==> config.mk <==
export PLATFORM = sky130hd
export DESIGN_NAME = pll_step_scheduler
export DESIGN_NICKNAME = d
export VERILOG_FILES = /design/src/rtl/pll_step_scheduler.sv
export SDC_FILE = /design/constraint.sdc
export NUM_CORES = 1
export LEC_CHECK = 0
export CAP_MARGIN = 10
export CORE_AREA = 2 2 219 199
export DETAILED_ROUTE_END_ITERATION = 7
export DIE_AREA = 0 0 221 201
export PLACE_DENSITY = 0.59
export SLEW_MARGIN = 10
export SYNTH_ARGS = -nofsm -noshare
export SYNTH_HDL_FRONTEND = slang
export SYNTH_SLANG_ARGS = --single-unit
==> constraint.sdc <==
create_clock -name clk -period 4.9 [get_ports clk]
set_input_delay 0.98 -clock clk [delete_from_list [all_inputs] [get_ports clk]]
set_output_delay 0.98 -clock clk [all_outputs]
set_load 0.005 [all_outputs]
==> src/rtl/pll_step_scheduler.sv <==
// Step scheduler feeding the three-phase PLL pipeline: collects phase samples,
// launches one computation per step, holds inputs, captures results, and flags faults.
// Ports: clk, rst (async low), rst_user (sync clear), enable, phase_valid/sel/data in;
// Va/Vb/Vc, sta out; pll_done, theta_in/sin_in/cos_in in; theta/sin/cos,
// result_valid, busy, stale, overrun_cnt, timeout_err out.
module pll_step_scheduler #(
  parameter int STEP_CYCLES    = 200,
  parameter int TIMEOUT_CYCLES = 160,
  parameter int W              = 32
) (
  input  logic         clk,
  input  logic         rst,
  input  logic         rst_user,
  input  logic         enable,
  input  logic         phase_valid,
  input  logic [1:0]   phase_sel,
  input  logic [W-1:0] phase_data,
  output logic [W-1:0] Va,
  output logic [W-1:0] Vb,
  output logic [W-1:0] Vc,
  output logic         sta,
  input  logic         pll_done,
  input  logic [W-1:0] theta_in,
  input  logic [W-1:0] sin_in,
  input  logic [W-1:0] cos_in,
  output logic [W-1:0] theta,
  output logic [W-1:0] sin,
  output logic [W-1:0] cos,
  output logic         result_valid,
  output logic         busy,
  output logic         stale,
  output logic [15:0]  overrun_cnt,
  output logic         timeout_err
);

  localparam int TW = (STEP_CYCLES > 1) ? $clog2(STEP_CYCLES) : 1;
  localparam int WW = $clog2(TIMEOUT_CYCLES + 1);

  typedef enum logic [1:0] {
    IDLE      = 2'd0,
    WAIT_DONE = 2'd1,
    CAPTURE   = 2'd2
  } state_t;

  state_t         state_q, state_d;
  logic [TW-1:0]  timer_q, timer_d;
  logic [WW-1:0]  wait_q, wait_d;
  logic [W-1:0]   sha_q, sha_d, shb_q, shb_d, shc_q, shc_d;
  logic [2:0]     mask_q, mask_d;
  logic [W-1:0]   va_q, va_d, vb_q, vb_d, vc_q, vc_d;
  logic [W-1:0]   th_q, th_d, sn_q, sn_d, cs_q, cs_d;
  logic           sta_q, sta_d;
  logic           busy_q, busy_d;
  logic           stale_q, stale_d;
  logic           terr_q, terr_d;
  logic [15:0]    ovr_q, ovr_d, ovr_inc;
  logic [2:0]     wr;
  logic           tick;

  assign tick    = enable && (timer_q == TW'(STEP_CYCLES - 1));
  assign ovr_inc = ovr_q + {15'd0, ovr_q != 16'hFFFF};

  always_comb begin
    wr = 3'b000;
    if (phase_valid) begin
      unique case (1'b1)
        phase_sel == 2'd0: wr = 3'b001;
        phase_sel == 2'd1: wr = 3'b010;
        phase_sel == 2'd2: wr = 3'b100;
        default:           wr = 3'b000;
      endcase
    end
  end

  always_comb begin
    state_d = state_q;
    timer_d = timer_q;
    wait_d  = wait_q;
    sha_d   = sha_q;
    shb_d   = shb_q;
    shc_d   = shc_q;
    mask_d  = mask_q | wr;
    va_d    = va_q;
    vb_d    = vb_q;
    vc_d    = vc_q;
    th_d    = th_q;
    sn_d    = sn_q;
    cs_d    = cs_q;
    sta_d   = 1'b0;
    busy_d  = busy_q;
    stale_d = stale_q;
    terr_d  = terr_q;
    ovr_d   = ovr_q;

    if (enable) timer_d = tick ? '0 : timer_q + TW'(1);
    if (wr[0]) sha_d = phase_data;
    if (wr[1]) shb_d = phase_data;
    if (wr[2]) shc_d = phase_data;

    unique case (state_q)
      IDLE: begin
        if (tick) begin
          // Snapshot takes pre-write shadows; a same-cycle write seeds the next step
          va_d    = sha_q;
          vb_d    = shb_q;
          vc_d    = shc_q;
          stale_d = (mask_q != 3'b111);
          mask_d  = wr;
          sta_d   = 1'b1;
          busy_d  = 1'b1;
          wait_d  = '0;
          state_d = WAIT_DONE;
        end
      end
      WAIT_DONE: begin
        wait_d = wait_q + WW'(1);
        if (tick) ovr_d = ovr_inc;
        if (pll_done) begin
          th_d    = theta_in;
          sn_d    = sin_in;
          cs_d    = cos_in;
          state_d = CAPTURE;
        end else if (wait_q == WW'(TIMEOUT_CYCLES - 1)) begin
          terr_d  = 1'b1;
          busy_d  = 1'b0;
          state_d = IDLE;
        end
      end
      CAPTURE: begin
        if (tick) ovr_d = ovr_inc;
        busy_d  = 1'b0;
        state_d = IDLE;
      end
      default: state_d = IDLE;
    endcase

    if (rst_user) begin
      state_d = IDLE;
      timer_d = '0;
      wait_d  = '0;
      sha_d   = '0;
      shb_d   = '0;
      shc_d   = '0;
      mask_d  = '0;
      va_d    = '0;
      vb_d    = '0;
      vc_d    = '0;
      th_d    = '0;
      sn_d    = '0;
      cs_d    = '0;
      sta_d   = 1'b0;
      busy_d  = 1'b0;
      stale_d = 1'b0;
      terr_d  = 1'b0;
      ovr_d   = '0;
    end
  end

  always_ff @(posedge clk or negedge rst) begin
    if (!rst) begin
      state_q <= IDLE;
      timer_q <= '0;
      wait_q  <= '0;
      sha_q   <= '0;
      shb_q   <= '0;
      shc_q   <= '0;
      mask_q  <= '0;
      va_q    <= '0;
      vb_q    <= '0;
      vc_q    <= '0;
      th_q    <= '0;
      sn_q    <= '0;
      cs_q    <= '0;
      sta_q   <= 1'b0;
      busy_q  <= 1'b0;
      stale_q <= 1'b0;
      terr_q  <= 1'b0;
      ovr_q   <= '0;
    end else begin
      state_q <= state_d;
      timer_q <= timer_d;
      wait_q  <= wait_d;
      sha_q   <= sha_d;
      shb_q   <= shb_d;
      shc_q   <= shc_d;
      mask_q  <= mask_d;
      va_q    <= va_d;
      vb_q    <= vb_d;
      vc_q    <= vc_d;
      th_q    <= th_d;
      sn_q    <= sn_d;
      cs_q    <= cs_d;
      sta_q   <= sta_d;
      busy_q  <= busy_d;
      stale_q <= stale_d;
      terr_q  <= terr_d;
      ovr_q   <= ovr_d;
    end
  end

  assign Va           = va_q;
  assign Vb           = vb_q;
  assign Vc           = vc_q;
  assign sta          = sta_q;
  assign theta        = th_q;
  assign sin          = sn_q;
  assign cos          = cs_q;
  assign result_valid = (state_q == CAPTURE);
  assign busy         = busy_q;
  assign stale        = stale_q;
  assign overrun_cnt  = ovr_q;
  assign timeout_err  = terr_q;

endmodule

==> flow_summary.yaml, run 1 <==
worst_setup_path:
  cp-end-kind: "register"
  critical_path_class: "in2reg"
  cp_top_family: "buffers and inverters"
  crit_chain: "clkdlybuf4s50_1, and4_1, and2_1, a21oi_4, buf_4, a22o_1"
  max_stage_delay_ps: 610
  crit_slowest_cell: "buf_4"
  cp.required_ps: 5380
  worstPathArrival_ps: 3430
  start_kind: "primary input"
  crit_buf_inv: 2
  worstPathMaxFanout: 66
clocking:
  clk_pin_slew_worst_paths_ps: 60
  clock_path_buffers: 3
  numCtsBuffers: 37
  cts.repair.resized: 0
  cts-root-buf: "clkbuf_16"
  postCtsSetupBuffers: 0
  hold_buffers: 0
  cts.sinks: 329
  worstSkewPairLatency_ps: 540
  cts_tree: "built"
  htree_levels: 2
timing:
  maxSlewViolCount: 0
  rsz0062_at_grt: "no"
  tns_ps: 0
  setup_slack_ps: 1953
  fin_skew_ps: 13.72
  tightest_slew_ps: 1156
  hold_viol: 0
  fmax_ghz: 0.3394
  relSlewSlack: 0.2291
  fin_crit_sh: 0.6014
  setup-violations-final: 0
  post-route-min-period_ps: 2947
hold_path:
  hp-class: "in2async"
finish:
  area_delta_synth_final_pct: 41.43
  drive_gt1_frac: 0.06736
  nNetsFinal: 1369
  final_cells: 1804
  regArea_um2: 8233
  fill_cells: 3962
  multi_input_area_um2: 3923
logic_synthesis:
  synth-async-reset-ratio: 1.000
  synth_warnings: 0
  yosysSeqAreaShare: 0.6586
  synth_top_family_by_area: "compound AO/OA/AOI/OAI gates"
  synth_compound_area_frac: 0.2351
  yosys.area_share.simple: 0.05785
  synth_area_leaders: "dfrtp_1 (66%), a22o_1 (20%), clkbuf_1 (1.4%)"
  syn_nets: 1043
  synthAdderAreaFrac: 0.007006
  synth.top_cell.area_share: 0.6586
  syn_inst: 900
  muxShareOfSynthArea: 0.001702
  synth_cell_type_count: 50
  synth_seq_cells: 329
  yosys.area_share.xor_xnor: 0.007006
  synth_edf_count: 0
  synth_largest_area_cell: "dfrtp_1"
  syn_area_um2: 12500
  postSynthAreaPerCell_um2: 13.89
  synth-main-ff-cell: "dfrtp_1"
die:
  start_util: 0.2946
  rows: 72
  die_y_um: 201
  die_w_um: 221
  ios: 349
  die-area_um2: 44420
  coreArea_um2: 42430
power:
  ir_worst_vdd_mv: 0.2527
  finalPower_mw: 5.759
  share_clk_of_total_power: 0.469
  p_int_mw: 4.479
  p_seq_frac: 0.480
  p_per_area_nw_per_um2: 325.7
  p_sw_frac: 0.2222
  p_leak_nw: 7.796
  comb_power_share: 0.051
  p_switching_mw: 1.280
global_routing:
  grt_pass1_vias: 9636
  grt_max_degree: 98
  track_usage: 0.1708
  grt-ovfl-total: 0
  grt_pass1_wl_mm: 59.77
  antenna_found_initial: 2
placed_design:
  dp_cells: 1742
  routabilityCongestion: 0.7980
  dpl_worst_slack_ps: 1428
  dp_hpwl_mm: 24.54
  io_buffers: 348
detailed_routing:
  drt_iter0_markers: 677
  ant_nets: 0
  vias: 9249
  drc: 0
  drt_first_pass_iters: 4
  routed_wl_mm: 38.21
  avgRoutedWirePerCell_um: 21.18
  vias_per_cell: 5.127
run_status:
  status: "finished clean"
job:
  drv_cap: 0
[routing by layer]
metal	wire length, um	up-vias	GRT usage
li1	-	4124	-
met1	16520	4735	0.2225
met2	17330	342	0.2625
met3	3671	48	0.07231
met4	691	0	0.04267
met5	0	-	0
[power by group through the flow]
stage | clock, mW | sequential, mW | combinational [mW]
floorplan | 0 | 2.81 | 0.0854
global placement | 0 | 2.81 | 0.297
detailed placement | 0 | 2.81 | 0.300
CTS | 2.79 | 2.76 | 0.301
global route | 2.91 | 2.77 | 0.323
finish | 2.70 | 2.76 | 0.295
[placed cells by master, fill, tap and decap left out, drive strengths merged, types with 3 or more instances in the layout]
cell and count:
nand3b 3, a21oi 21, xnor2 4, dfrtp 329
a311o 3, clkdlybuf4s50 346, a22o 289, xor2 6
clkinv 3, nor2b 3, nand2 12, a21o 4
and2 5, or3 11, and4 8, nand2b 6
nor3 8, or4 5, o21ai 14, a31oi 3
clkbuf 54, nor2 24, ha 7, buf 15
nor4b 5, nand3 15, o31ai 3, nand4 10
a221oi 3, inv 9
[worst register-to-register path, cell delays in order, from the launching register on]
cell	delay, ps
dfrtp_1	400
inv_1	100
ha_1	590
nor2b_1	340
and2_4	910
a22o_1	380
[state kept, by name (all words and copies together) (netlist names)]
name         count
shc_q           32
sta              1
state_q          2
theta           32
Vb              32
busy             1
stale            1
wait_q           8
overrun_cnt     16
sha_q           32
Va              32
shb_q           32
timeout_err      1
sin             32
timer_q          8
Vc              32
cos             32
mask_q           3
[cells by family after synthesis]
logic type | Yosys count
buf+inv | 82
xor+xnor | 10
fa+ha+maj | 7
simple gates | 121
flops | 329
compound gates | 349
mux | 2
[area by class of cell]
| cell class | count | area share |
|---|---|---|
| sequential | 329 | 0.4657 |
| tap | 555 | 0.03928 |
| clock inverter | 6 | 0.003468 |
| clock buffer | 54 | 0.06235 |
| inverter | 8 | 0.001699 |
| antenna | 2 | 0.0002831 |
| timing repair buffer | 361 | 0.2054 |
| multi-input combinational | 489 | 0.2219 |
[synth_stat cells (9+ instances only)]
cell type / count
a22o_1: 289
o21ai_0: 14
buf_2: 9
buf_6: 11
nand4_1: 10
a21oi_1: 19
clkbuf_1: 47
dfrtp_1: 329
nand3_1: 15
or3_1: 11
nand2_1: 12
nor2_1: 23
[worst paths after layout]
kind / startpoint / end / slack, ps / cells after the start
worst min register to register: mask_q[2] / mask_q[2] / 480 / 1
worst max-delay path: enable / Vb[16] / 1950 / 6
max in group asynchronous: rst / Va[7] / 3500 / 2
worst max register to register: state_q[1] / sin[2] / 2110 / 5
worst min-delay path: rst / cos[17] / 450 / 1
min in group clk: mask_q[2] / mask_q[2] / 480 / 1
[stage by stage]
stage	utilization	cell area, um^2	hold WS, ps
floorplan	-	12500	449.4
global placement	0.3891	16510	459.1
detailed placement	0.3891	16510	466.0
CTS	0.4165	17670	448.5
global route	0.4167	17680	468.5
finish	0.4167	17680	449.7
No activity file was read; power rests on OpenSTA's default activity.
==> run 2, diff against run 1 <==
Settings changed: PLACE_DENSITY 0.59 to 0.61.
Clock period 4.9 ns to 2.43 ns, I/O delays scaled along.
==> run 2 against run 1 <==
  * Clock power rose by 120%
  * Register-to-register slack got worse by 2000 ps
  * First-iteration DRC count fell by 16%
  * Largest cell class unchanged
==> flow_summary.yaml, run 2 (synthesis gave the netlist of run 1 again) <==
placed_design:
  dp_cells: 1791
  placed_cell_area_um2: 17100
  dp_hpwl_mm: 25.36
  routabilityCongestion: 0.8044
  io_buffers: 348
global_routing:
  antenna_found_initial: 1
  grt-ovfl-total: 0
  grt_pass1_vias: 9789
  track_usage: 0.1681
  grt_pass1_wl_mm: 59.48
  grt_max_degree: 64
finish:
  final_common_cell: "clkdlybuf4s50_1"
  area_delta_synth_final_pct: 47.47
  multi_input_area_um2: 3918
  regArea_um2: 8233
  nNetsFinal: 1421
  drive_gt1_frac: 0.1095
  final_cell_mix: "clkdlybuf4s50_1 (346), dfrtp_1 (329), a22o_1 (289), buf_4 (42), clkbuf_16 (37)"
  final_cells: 1862
  fill_cells: 3908
  fin_area_um2: 18440
clocking:
  numCtsBuffers: 37
  cts.sinks: 329
  cts-root-buf: "clkbuf_16"
  worstSkewPairLatency_ps: 550
  clk_pin_slew_worst_paths_ps: 60
  htree_levels: 2
  cts_tree: "built"
  clock_path_buffers: 3
worst_setup_path:
  ff2ff_setup_slack_ps: 130
  cp-end-kind: "register"
  crit_buf_inv: 2
  cp.required_ps: 2890
  start_kind: "register"
  worstPathMaxFanout: 5
  crit_slowest_cell: "dfrtp_1"
  max_stage_delay_ps: 390
  cp_top_family: "simple AND/OR/NAND/NOR gates"
  worstPathArrival_ps: 2770
  critical_path_class: "reg2reg"
  crit_chain: "and4_1, nand4_1, inv_1, nand4_1, ha_1, and2_1, nand4_1, buf_4, or3_1, a21oi_1"
  cpMostUsedCell: "nand4_1"
die:
  start_util: 0.2946
  die_y_um: 201
  die_w_um: 221
  ios: 349
  die-area_um2: 44420
  coreArea_um2: 42430
  rows: 72
power:
  ir_worst_vdd_mv: 0.4872
  finalPower_mw: 12.15
  p_leak_nw: 8.177
  p_per_area_nw_per_um2: 659.0
timing:
  maxSlewViolCount: 0
  relSlewSlack: 0.3211
  fin_crit_sh: 0.9476
  setup-violations-final: 0
  tightest_slew_ps: 1016
  post-route-min-period_ps: 2303
  fmax_ghz: 0.4343
  fin_skew_ps: 18.87
  hold_viol: 0
detailed_routing:
  ant_nets: 0
  routed_wl_mm: 37.74
  drt_iter0_markers: 568
  drc: 0
  avgRoutedWirePerCell_um: 20.27
  vias: 9470
  vias_per_cell: 5.086
  drt_first_pass_iters: 5
hold_path:
  hp-class: "reg2reg"
job:
  drv_cap: 0
run_status:
  status: "finished clean"
## run 2: repair_timing
item                       CTS  global route
hold buffers                 1             0
hold endpoints to repair    51             0
setup endpoints to repair    0             4
setup buffers                0             2
gates resized for setup      0             0
## run 2: cell type report
cell class,instances,share of cell area
clock buffers,50,0.05613
inverters,8,0.001629
diodes,1,0.0001357
flip-flops and latches,329,0.4466
clock inverters,17,0.01486
repair buffers,413,0.2305
multi-input cells,489,0.2125
well taps,555,0.03767
## run 2: path summary, 6_finish.rpt
kind,startpoint,endpoint,cells past startpoint
setup / recovery,overrun_cnt[5],overrun_cnt[12],10
hold / removal,mask_q[0],mask_q[0],1
setup reg to reg,overrun_cnt[5],overrun_cnt[12],10
hold reg to reg,mask_q[0],mask_q[0],1
max in group asynchronous,rst,shc_q[26],3
min in group asynchronous,rst,cos[14],2
## run 2: layer usage
layer,wire length (um),GRT usage,part of all wire,up-vias
met3,3247,0.05811,0.086,48
met2,17460,0.2656,0.46,368
li1,-,-,-,4239
met1,16300,0.2191,0.43,4815
met4,726,0.04746,0.019,0
met5,0,0,0,-
## run 2: power breakdown
group / internal [mW] / total [mW] / leakage [nW] / switching (mW)
combinational: 0.305 / 0.646 / 2.97 / 0.341
sequential: 5.54 / 5.57 / 4.57 / 0.0363
clock: 3.58 / 5.93 / 0.635 / 2.36
total: 9.42 / 12.1 / 8.18 / 2.73
## run 2: metrics by stage
step / hold WS (ps) / setup slack, ps / TNS (ps) / utilization
CTS: 484.7 / 101.4 / 0 / 0.4341
detailed placement: 471.2 / 61.04 / 0 / 0.4030
global route: 492.9 / -54.21 / -227.6 / 0.4345
floorplan: 190.4 / 400.8 / 0 / -
finish: 482.1 / 127.3 / 0 / 0.4345
global placement: 458.7 / 91.14 / 0 / 0.4030
==> run 3, diff against run 2 <==
Settings changed: CORE_AREA 2 2 219 199 to 2 2 239 218, DIE_AREA 0 0 221 201 to 0 0 241 220, PLACE_DENSITY 0.61 to 0.54, SKIP_CTS_REPAIR_TIMING set to 1.
==> run 3 against run 2 <==
  * Design area fell by 0.32%
  * Sequential cell count did not move
  * Critical endpoint is now result_valid
  * Critical path type is now reg2out
  * Wire length rose by 2.2%
  * Utilization fell by 7.3 points
  * Combinational power rose by 1%
  * Largest cell class unchanged
  * Final cell count rose by 6.5%
  * Sequential power barely moved
==> flow_summary.yaml, run 3 (synthesis gave the netlist of run 1 again) <==
power:
  p_switching_mw: 2.753
  comb_power_share: 0.055
  p_leak_nw: 8.070
  p_int_mw: 9.070
  p_sw_frac: 0.2328
  share_clk_of_total_power: 0.473
  ir_worst_vdd_mv: 0.4212
  p_seq_frac: 0.471
  p_per_area_nw_per_um2: 643.4
worst_setup_path:
  rr_endpoint: "overrun_cnt[10]"
  crit_slowest_cell: "clkdlybuf4s50_1"
  cp-end-kind: "output pin"
  startpoint: "state_q[0]"
  worstSetupEndpoint: "result_valid"
  ff2ff_setup_slack_ps: 190
  cp_top_family: "buffers and inverters"
  reg2reg_depth: 10
  start_kind: "register"
  max_stage_delay_ps: 560
  worstPathArrival_ps: 1790
  cp.required_ps: 1940
  critical_path_class: "reg2out"
  crit_chain: "inv_1, ha_1, clkdlybuf4s50_1"
  worstPathMaxFanout: 3
  path_depth: 3
  r2r-start: "overrun_cnt[7]"
  crit_buf_inv: 2
global_routing:
  grt_pass1_wl_mm: 57.99
  antenna_found_initial: 1
  grt_max_degree: 97
  grt_pass1_vias: 9692
  grt-ovfl-total: 0
  track_usage: 0.1408
die:
  die_w_um: 241
  die-area_um2: 53020
  die_y_um: 220
  ios: 349
  start_util: 0.2460
  rows: 79
  coreArea_um2: 50810
finish:
  final_cell_mix: "clkdlybuf4s50_1 (346), dfrtp_1 (329), a22o_1 (289), clkbuf_16 (37), buf_4 (34)"
  drive_gt1_frac: 0.1027
  final_common_cell: "clkdlybuf4s50_1"
  antennaDiodeCount: 0
  nNetsFinal: 1410
  area_delta_synth_final_pct: 47.00
detailed_routing:
  routed_wl_mm: 38.57
  vias_per_cell: 4.767
  drc: 0
  ant_nets: 0
  vias: 9452
  avgRoutedWirePerCell_um: 19.45
  drt_iter0_markers: 551
  drt_first_pass_iters: 5
clocking:
  clock_path_buffers: 3
  cts_tree: "built"
  numCtsBuffers: 37
  cts-root-buf: "clkbuf_16"
  worstSkewPairLatency_ps: 550
  htree_levels: 2
  clk_pin_slew_worst_paths_ps: 60
  cts.sinks: 329
placed_design:
  io_buffers: 348
  routabilityCongestion: 0.7421
  dp_hpwl_mm: 25.93
timing:
  relSlewSlack: 0.5401
  maxSlewViolCount: 0
  fin_crit_sh: 0.9354
  fin_skew_ps: 19.56
  tightest_slew_ps: 689.9
  rsz0062_at_grt: "no"
  tns_ps: 0
  whs_ps: 376.3
  fmax_ghz: 0.4399
  setup-violations-final: 0
  post-route-min-period_ps: 2273
  hold_viol: 0
hold_path:
  worstHoldPathCells: 2
  hp-class: "in2reg"
  worstHoldStart: "rst_user"
job:
  drv_cap: 0
run_status:
  status: "finished clean"
-- run 3: cell types whose count changed in the layout (fill, tap and decap cells not counted), sizes merged --
| cell | delta |
|---|---|
| inv | +3 |
| buf | -11 |
| clkinv | -3 |
| clkinvlp | +1 |
| clkbuf | +3 |
| bufinv | -4 |
| diode | -1 |
-- run 3: how the worst min path moves through the flow --
stage | endpoint | slack [ps]
after global placement | mask_q[1] | 460
after floorplan | Va[0] | 190
after global routing | timeout_err | 380
final | timeout_err | 380
after CTS | Va[10] | -60
after detailed placement | mask_q[0] | 470
-- run 3: per-stage QoR --
step	worst slack, ps	util	instances	power (mW)	cell area [um^2]
2_1_floorplan	400.8	-	900	5.833	12500
3_3_place_gp	83.19	0.3376	1915	6.335	17150
3_5_place_dp	40.32	0.3376	1915	6.342	17150
4_1_cts	118.9	0.3614	1982	12.03	18360
5_1_grt	4.079	0.3617	1983	12.29	18380
6_report	156.9	0.3617	1983	11.82	18380
-- run 3: layer usage --
metal	share of wire	global-route usage	vias up
li1	-	-	4222
met1	0.43	0.1819	4837
met2	0.45	0.2168	346
met3	0.11	0.06063	45
met4	0.015	0.03333	2
met5	0.00034	0	-
-- run 3: final cells by class --
type / instances / area [um^2]
fillers: 4986 / 32430
flip-flops and latches: 329 / 8233
repair buffers: 402 / 4120
multi-input cells: 489 / 3924
clock buffers: 53 / 1076
well taps: 688 / 860.8
clock inverters: 14 / 132.6
inverters: 8 / 30.03
-- run 3: power groups by stage --
stage / Combinational, mW / Sequential (mW) / Clock (mW)
6_report: 0.655 / 5.57 / 5.60
5_1_grt: 0.713 / 5.57 / 6.00
4_1_cts: 0.674 / 5.57 / 5.79
3_5_place_dp: 0.673 / 5.67 / 0
3_3_place_gp: 0.666 / 5.67 / 0
2_1_floorplan: 0.172 / 5.66 / 0
-- run 3: worst register-to-register path: stages (launching register included) --
cell	delay, ps
dfrtp_1	420
and4_2	290
nand4_1	130
inv_1	50
nand4_1	110
ha_1	160
and2_1	130
nand4_1	140
buf_6	190
or4_1	390
a21oi_1	150
